==> config.mk <==
export PLATFORM = sky130hd
export DESIGN_NAME = conv_result_writer
export DESIGN_NICKNAME = d
export VERILOG_FILES = /design/src/rtl/cnn_pkg.sv /design/src/rtl/conv_result_writer_wr_addr_gen.sv /design/src/rtl/conv_result_writer.sv
export SDC_FILE = /design/constraint.sdc
export NUM_CORES = 1
export LEC_CHECK = 0
export ABC_AREA = 1
export BUFFER_PORTS_ARGS = -buffer_cell sky130_fd_sc_hd__buf_2
export CAP_MARGIN = 20
export CORE_ASPECT_RATIO = 0.9
export CORE_MARGIN = 3
export CORE_UTILIZATION = 52
export CTS_CLUSTER_DIAMETER = 50
export DETAILED_ROUTE_END_ITERATION = 16
export PLACE_DENSITY = 0.87
export SLEW_MARGIN = 20
export SYNTH_ARGS = -nofsm -noshare
export SYNTH_HDL_FRONTEND = slang
export SYNTH_HIERARCHICAL = 1
export SYNTH_SLANG_ARGS = --single-unit
==> constraint.sdc <==
create_clock -name i_clk -period 2.7 [get_ports i_clk]
set_input_delay 0.54 -clock i_clk [delete_from_list [all_inputs] [get_ports i_clk]]
set_output_delay 0.54 -clock i_clk [all_outputs]
set_load 0.01 [all_outputs]
==> src/rtl/cnn_pkg.sv <==
// Shared definitions for the conv datapath: default widths, the output
// dimension helper and the result-writer state encoding.
package cnn_pkg;

   localparam int DATA_W_DEF = 16;
   localparam int ADDR_W_DEF = 8;
   localparam int TAG_W      = 4;

   // Number of valid window positions along one axis.
   function automatic int out_dim(input int n, input int fil);
      return n - fil + 1;
   endfunction

   typedef enum logic [1:0] {
      WR_IDLE = 2'd0,
      WR_RUN  = 2'd1,
      WR_DONE = 2'd2
   } wr_state_e;

endpackage

==> src/rtl/conv_result_writer_wr_addr_gen.sv <==
// Position counters and output address generator for the result writer.
// Tracks the (row, col) window position of the next beat. Flags the last
// position of the frame. Forms base + row*OUT_C + col, which wraps modulo
// 2^ADDR_W.
module wr_addr_gen
   import cnn_pkg::*;
#(
   parameter int OUT_C  = 4,
   parameter int OUT_R  = 2,
   parameter int ADDR_W = 8
) (
   input  logic              i_clk,
   input  logic              i_rst_n,
   input  logic              i_load,
   input  logic [ADDR_W-1:0] i_base,
   input  logic              i_advance,
   output logic [TAG_W-1:0]  o_row,
   output logic [TAG_W-1:0]  o_col,
   output logic              o_last,
   output logic [ADDR_W-1:0] o_addr
);

   logic [TAG_W-1:0]  r_row;
   logic [TAG_W-1:0]  r_col;
   logic [ADDR_W-1:0] r_base;
   logic              w_colWrap;
   logic              w_rowLast;
   logic [ADDR_W-1:0] w_offset;

   assign w_colWrap = (r_col == TAG_W'(OUT_C - 1));
   assign w_rowLast = (r_row == TAG_W'(OUT_R - 1));
   assign o_last    = w_colWrap & w_rowLast;

   // Row-major position counters. They restart on a new frame and after the final beat.
   always_ff @(posedge i_clk or negedge i_rst_n) begin
      if (!i_rst_n) begin
         r_row  <= '0;
         r_col  <= '0;
         r_base <= '0;
      end else if (i_load) begin
         r_base <= i_base;
         r_row  <= '0;
         r_col  <= '0;
      end else if (i_advance) begin
         if (o_last) begin
            r_row <= '0;
            r_col <= '0;
         end else if (w_colWrap) begin
            r_col <= '0;
            r_row <= r_row + 1'b1;
         end else begin
            r_col <= r_col + 1'b1;
         end
      end
   end

   // Truncation to ADDR_W gives the silent modulo wrap of the address.
   always_comb begin
      w_offset = ADDR_W'(int'(r_row) * OUT_C + int'(r_col));
   end

   assign o_addr = r_base + w_offset;
   assign o_row  = r_row;
   assign o_col  = r_col;

endmodule

==> src/rtl/conv_result_writer.sv <==
// Write end of the conv sliding-window datapath. It takes one result per
// window position in row-major order and writes it to the output feature-map
// RAM through a registered write port. It pulses done with the final write.
// A sticky pos_err is raised when an incoming tag disagrees with the
// internal position.
// Optional feature: define CONV_WR_RELU_EN to clamp negative results to zero
// before writing.
module conv_result_writer
   import cnn_pkg::*;
#(
   parameter int N_C     = 5,
   parameter int N_R     = 3,
   parameter int COL_FIL = 2,
   parameter int ROW_FIL = 2,
   parameter int DATA_W  = DATA_W_DEF,
   parameter int ADDR_W  = ADDR_W_DEF
) (
   input  logic              i_clk,
   input  logic              i_rst_n,
   input  logic              i_start,
   input  logic [ADDR_W-1:0] i_base_addr,
   input  logic              i_in_valid,
   output logic              o_in_ready,
   input  logic [DATA_W-1:0] i_in_data,
   input  logic [TAG_W-1:0]  i_in_i,
   input  logic [TAG_W-1:0]  i_in_j,
   output logic              o_mem_we,
   output logic [ADDR_W-1:0] o_mem_addr,
   output logic [DATA_W-1:0] o_mem_wdata,
   output logic              o_busy,
   output logic              o_done,
   output logic              o_pos_err
);

   localparam int OUT_C = out_dim(N_C, COL_FIL);
   localparam int OUT_R = out_dim(N_R, ROW_FIL);

   wr_state_e         r_state;
   wr_state_e         w_nextState;
   logic              w_accept;
   logic              w_startAcc;
   logic [TAG_W-1:0]  w_row;
   logic [TAG_W-1:0]  w_col;
   logic              w_last;
   logic [ADDR_W-1:0] w_addr;
   logic [DATA_W-1:0] w_wdata;
   logic              r_memWe;
   logic [ADDR_W-1:0] r_memAddr;
   logic [DATA_W-1:0] r_memWdata;
   logic              r_posErr;

   assign o_in_ready = (r_state == WR_RUN);
   assign w_accept   = i_in_valid & o_in_ready;
   assign w_startAcc = i_start & (r_state == WR_IDLE);

   wr_addr_gen #(
      .OUT_C  (OUT_C),
      .OUT_R  (OUT_R),
      .ADDR_W (ADDR_W)
   ) u_addr_gen (
      .i_clk     (i_clk),
      .i_rst_n   (i_rst_n),
      .i_load    (w_startAcc),
      .i_base    (i_base_addr),
      .i_advance (w_accept),
      .o_row     (w_row),
      .o_col     (w_col),
      .o_last    (w_last),
      .o_addr    (w_addr)
   );

   // Writer state register.
   always_ff @(posedge i_clk or negedge i_rst_n) begin
      if (!i_rst_n) begin
         r_state <= WR_IDLE;
      end else begin
         r_state <= w_nextState;
      end
   end

   // Next state: a frame runs until its last beat is taken, then lingers one cycle in DONE.
   always_comb begin
      w_nextState = r_state;
      case (r_state)
         WR_IDLE: if (i_start) w_nextState = WR_RUN;
         WR_RUN:  if (w_accept && w_last) w_nextState = WR_DONE;
         WR_DONE: w_nextState = WR_IDLE;
         default: w_nextState = WR_IDLE;
      endcase
   end

`ifdef CONV_WR_RELU_EN
   // Negative results are clamped to zero before they reach the RAM.
   always_comb begin
      w_wdata = i_in_data[DATA_W-1] ? '0 : i_in_data;
   end
`else
   // Results pass to the RAM unchanged.
   always_comb begin
      w_wdata = i_in_data;
   end
`endif

   // Registered write port. Address and data hold their last values between writes.
   always_ff @(posedge i_clk or negedge i_rst_n) begin
      if (!i_rst_n) begin
         r_memWe    <= 1'b0;
         r_memAddr  <= '0;
         r_memWdata <= '0;
      end else begin
         r_memWe <= w_accept;
         if (w_accept) begin
            r_memAddr  <= w_addr;
            r_memWdata <= w_wdata;
         end
      end
   end

   // Sticky tag-mismatch flag. A new frame clears it.
   always_ff @(posedge i_clk or negedge i_rst_n) begin
      if (!i_rst_n) begin
         r_posErr <= 1'b0;
      end else if (w_startAcc) begin
         r_posErr <= 1'b0;
      end else if (w_accept && ((i_in_i != w_row) || (i_in_j != w_col))) begin
         r_posErr <= 1'b1;
      end
   end

   assign o_mem_we    = r_memWe;
   assign o_mem_addr  = r_memAddr;
   assign o_mem_wdata = r_memWdata;
   assign o_busy      = (r_state != WR_IDLE);
   assign o_done      = (r_state == WR_DONE);
   assign o_pos_err   = r_posErr;

endmodule
==> results_dict.tcl, run 1 <==
set metrics [dict create \
    syn_nets 343 \
    path_class "reg -> reg" \
    ctsHoldBuffers 0 \
    place_ws_ns 0.5136 \
    cts-root-buf "clkbuf_8" \
    finalWorstSetupSlack_ns 0.5022 \
    gr-total-overflow 0 \
    finalCritPeriodShare_pct 81.40 \
    worstPathMaxFanout 8 \
    htree_levels 2 \
    leakage_nw 1.619 \
    tightest_slew_ns 0.9329 \
    core_um2 4212 \
    fmax_mhz 455.0 \
    syn_area_per_cell_um2 8.049 \
    dr.pass1.iters 4 \
    grt_setup_unrepaired "no" \
    cts_tree "built" \
    nNetsFinal 409 \
    synthCells 291 \
    critPathArrivalTime_ns 2.38 \
    yosys_warnings 6 \
    antenna_cells 0 \
    area_delta_synth_final_pct 19.07 \
    fp.dieArea_um2 5347 \
    clkTransAtPathRegs_ns 0.08 \
    slew_headroom_pct 37.81 \
    power_mw 3.032 \
    routed_wl_um 4608 \
    portBuffers 64 \
    postLayoutCellArea_um2 2789 \
    max_cap_viol_count 0 \
    clock_latency_ns 0.29 \
    postRouteAntennaNets 0 \
    worst_ep_required_time_ns 2.88 \
    cts_buffers 5 \
    dp_hpwl_um 3508 \
    chipWidth_um 76.75 \
    via_per_inst 4.703 \
    cts_resized 0 \
    grt_pass1_wl_um 8135 \
    synth-seq-area-share_pct 47.01 \
    antenna_found_initial 0 \
    grt_pass1_vias 1907 \
    io_pins 65 \
    dp_cells 410 \
    num_vias 1966 \
    post_cts_buffers 0 \
    synth_cell_type_count 22 \
    netlist_area_um2 2342 \
    cp-start-kind "flop" \
    drv_slew 0 \
    tns_ns 0 \
    final_common_cell "nand2_1" \
    drive_above_1_share_pct 23.74 \
    worstSetupEndpointType "flop" \
    fin_crit_ns 2.198 \
    holdWs_ns 0.3866 \
    place_area_um2 2695 \
    setup_viol 0 \
    rows 22 \
    vdd.ir_drop.worst_v 0.0004938 \
    start_util_pct 55.61 \
    drc 0 \
    status "complete, no violations" \
    fin_cells 418 \
    gp_congestion 0.8113 \
    gr-usage-all-layers_pct 18.71 \
    hold_violations 0 \
    clock_sinks 44 \
    final_cell_mix "nand2_1 (138), buf_2 (64), dfrtp_1 (44)" \
    die_h_um 69.67 \
    fin_skew_ns 0.007577 \
    cellPowerDensity_nw_per_um2 1087 \
    cts_buffer_depth 2 \
    wire_per_inst_um 11.02 \
    grt_start_max_net_pins 45 \
    hp-class "in -> async" \
    final_util_pct 66.22 \
    drt-initial-drc-count 87 \
    ys_seq_elements 44 \
]
[layer usage]
metal / global-route usage [%] / vias to the layer above / share of wire [%]
met5: 0 / - / 0
met4: 4.829 / 0 / 1.5
met3: 5.065 / 9 / 6.9
met2: 32.30 / 65 / 47
met1: 23.12 / 876 / 44
li1: - / 1016 / -
[cell type report]
type	count	area (um2)
fill	362	1423
sequential	44	1101
multi-input combinational	208	1067
timing repair buffer	65	327.8
inverter	33	123.9
clock buffer	7	86.33
tap	60	75.07
clock inverter	1	7.507
[flip-flops by register name, summed over array words and instances, names as in the netlist]
| name | cells |
|---|---|
| o_mem_wdata | 16 |
| o_mem_we | 1 |
| r_state | 2 |
| u_addr_gen/r_base | 8 |
| u_addr_gen/o_col | 4 |
| o_pos_err | 1 |
| u_addr_gen/o_row | 4 |
| o_mem_addr | 8 |
[final timing paths]
| path | from | to | slack [ns] | cells after the start |
|---|---|---|---|---|
| min in group i_clk | i_in_data[6] | o_mem_wdata[6]$_DFFE_PN0P_ | 0.45 | 3 |
| min reg2reg | o_mem_addr[2]$_DFFE_PN0P_ | o_mem_addr[2]$_DFFE_PN0P_ | 0.47 | 2 |
| max | u_addr_gen/o_row[0]$_DFFE_PN0P_ | o_mem_addr[7]$_DFFE_PN0P_ | 0.50 | 10 |
| max in group asynchronous | i_rst_n | o_mem_addr[0]$_DFFE_PN0P_ | 1.73 | 1 |
| max reg2reg | u_addr_gen/o_row[0]$_DFFE_PN0P_ | o_mem_addr[7]$_DFFE_PN0P_ | 0.50 | 10 |
| min | i_rst_n | o_mem_wdata[1]$_DFFE_PN0P_ | 0.39 | 1 |
[power by group]
group	total [mW]	leakage, nW	switching [mW]	internal [mW]
Clock	0.417	0.0445	0.210	0.208
Sequential	1.13	0.543	0.204	0.922
Combinational	1.49	1.03	0.887	0.601
Total	3.03	1.62	1.30	1.73
[synthesized netlist by cell type, drive strengths merged]
cell type,number,area share (%)
a21oi,5,1.1
and3,1,0.27
buf,6,2.1
dfrtp,44,47
fa,3,2.6
ha,13,6.9
inv,33,5.3
nand2,142,23
nand3,10,2.1
nand4,3,1.1
nor2,12,2.8
o21ai,10,2.1
xnor2,6,2.2
xor2,3,1.1
[cells by family (layout without fill, tap and decap cells)]
logic type                 count (synthesis)  after routing  synth area share [%]
AOI/OAI and AO/OA                         15             15                 3.205
xor gates and xnor gates                   9              9                 3.366
adders and majority gates                 16             16                 9.509
buffers and inverters                     39            106                 7.425
DFF                                       44             44                 47.01
and+or+nand+nor                          168            168                 29.49
[critical path, stage by stage, from the launching register on]
cell and delay (ns):
dfrtp_1 0.47, inv_1 0.09, fa_1 0.53, inv_1 0.07, fa_1 0.48, nand3_1 0.13, nand3_1 0.08, nand2_1 0.07
nand2_1 0.04, nand2_1 0.06, nand2_1 0.05
Power figures use the tool's default switching activity.
==> run 2: changes to the inputs <==
==> constraint.sdc (replaced) <==
create_clock -name i_clk -period 2.1 [get_ports i_clk]
set_input_delay 0.42 -clock i_clk [delete_from_list [all_inputs] [get_ports i_clk]]
set_output_delay 0.42 -clock i_clk [all_outputs]
set_load 0.01 [all_outputs]
==> results_dict.tcl, run 2 (synthesis gave the netlist of run 1 again) <==
set metrics [dict create \
    fp.dieArea_um2 5347 \
    core_um2 4212 \
    cts_tree "built" \
    hold_violations 0 \
    vdd.ir_drop.worst_v 0.0007013 \
    post_cts_buffers 0 \
    p_int_mw 2.400 \
    rows 22 \
    cellPowerDensity_nw_per_um2 1433 \
    cp-start-kind "flop" \
    cts-root-buf "clkbuf_8" \
    drive_above_1_share_pct 26.10 \
    tightest_slew_ns 0.6224 \
    fin_skew_ns 0.007843 \
    slew_headroom_pct 58.51 \
    largest_register_ffs 16 \
    clkTransAtPathRegs_ns 0.08 \
    dr.pass1.iters 4 \
    die_h_um 69.67 \
    postLayoutCellArea_um2 2869 \
    routed_wl_um 4696 \
    worstPathMaxFanout 7 \
    htree_levels 2 \
    postRouteAntennaNets 0 \
    critPathArrivalTime_ns 2.12 \
    fillers 352 \
    chipWidth_um 76.75 \
    gp_congestion 0.8066 \
    clock_latency_ns 0.30 \
    tns_ns 0 \
    place_area_um2 2740 \
    status "complete, no violations" \
    antenna_cells 0 \
    grt_start_max_net_pins 30 \
    final_cell_mix "nand2_1 (138), buf_2 (64), dfrtp_1 (43)" \
    fmax_mhz 518.0 \
    worst_ep_required_time_ns 2.29 \
    hp-class "in -> async" \
    wire_per_inst_um 11.08 \
    drt-initial-drc-count 79 \
    num_vias 1995 \
    gr-total-overflow 0 \
    grt_pass1_vias 1902 \
    nNetsFinal 415 \
    power_switching_mw 1.713 \
    final_util_pct 68.12 \
    finalCritPeriodShare_pct 91.93 \
    worstSetupEndpointType "flop" \
    multi_input_area_um2 1074 \
    antenna_found_initial 0 \
    cts_buffer_depth 2 \
    dp_hpwl_um 3614 \
    final_common_cell "nand2_1" \
    leakage_nw 1.663 \
    max_cap_viol_count 0 \
    clock_sinks 44 \
    drv_slew 0 \
    path_class "reg -> reg" \
    io_pins 65 \
    switching_share_pct 41.65 \
    area_delta_synth_final_pct 22.49 \
    setup_viol 0 \
    drc 0 \
    fin_crit_ns 1.931 \
    portBuffers 64 \
    start_util_pct 55.61 \
    cts_buffers 5 \
    seqPwrFrac_pct 34.2 \
    gr-usage-all-layers_pct 18.90 \
    seq_area_um2 1102 \
    share_comb_of_total_power_pct 49.5 \
    clock_power_share_pct 16.4 \
    via_per_inst 4.705 \
    grt_setup_unrepaired "no" \
    grt_pass1_wl_um 8245 \
]
[run 2: changes by cell type in the layout (fill, tap and decap cells not counted), sizes merged]
cell      before  now
clkinvlp       1    0
clkbuf         7    6
clkinv         0    1
buf           65   71
bufinv         0    1
[run 2: repair_timing]
action                                  in CTS  in global routing
hold buffers                                 0                  0
gates resized for setup                      0                  3
endpoints found under the setup margin       0                  2
[run 2: power by group through the flow]
stage               clock network [mW]  registers, mW  logic, mW
CTS                              0.691           1.40       2.04
floorplan                            0           1.52       1.33
global route                     0.721           1.46       2.35
detailed placement                   0           1.42       2.01
global placement                     0           1.40       1.94
finish                           0.673           1.40       2.03
[run 2: metrics by stage]
stage / setup slack (ns) / hold WS (ns) / cells / total power, mW
3_3_place_gp: 0.1553 / 0.4493 / 416 / 3.335
5_1_grt: 0.03445 / 0.1768 / 424 / 4.529
3_5_place_dp: 0.1072 / 0.4542 / 416 / 3.426
2_1_floorplan: 0.06365 / 0.1244 / 291 / 2.850
4_1_cts: 0.08231 / 0.1406 / 424 / 4.137
6_report: 0.1694 / 0.1294 / 424 / 4.112
[run 2: final timing paths]
kind	slack (ns)	cells after the start	endpoint	from
worst max-delay path	0.17	10	o_mem_addr[6]$_DFFE_PN0P_	u_addr_gen/o_row[1]$_DFFE_PN0P_
worst min-delay path	0.13	1	o_mem_wdata[0]$_DFFE_PN0P_	i_rst_n
worst max register to register	0.17	10	o_mem_addr[6]$_DFFE_PN0P_	u_addr_gen/o_row[1]$_DFFE_PN0P_
worst min register to register	0.47	2	o_mem_wdata[0]$_DFFE_PN0P_	o_mem_wdata[0]$_DFFE_PN0P_
max in group asynchronous	1.41	2	o_mem_wdata[11]$_DFFE_PN0P_	i_rst_n
min in group i_clk	0.32	3	o_mem_wdata[9]$_DFFE_PN0P_	i_in_data[9]
[run 2: per-layer routing]
metal	up-vias	wire length [um]	GRT usage, %
met3	7	303	3.896
met5	-	0	0
li1	1028	-	-
met2	63	2269	31.91
met4	0	65	6.036
met1	897	2057	24.25
[run 2: worst max-delay path, cell delays in order, from the launching register on]
cell	delay [ns]
dfrtp_2	0.46
fa_1	0.49
ha_1	0.36
nand2_1	0.08
nand2_1	0.07
nand2_1	0.09
nand3_1	0.08
nand2_1	0.06
nand2_1	0.04
nand2_1	0.06
nand2_1	0.05
[run 2: layout make-up]
cell class              count  area share [%]
well taps                  60           2.617
multi-input cells         208           37.42
clock buffers               6           2.878
flip-flops and latches     44           38.42
repair buffers             71           13.00
clock inverters             2           1.352
inverters                  33           4.317
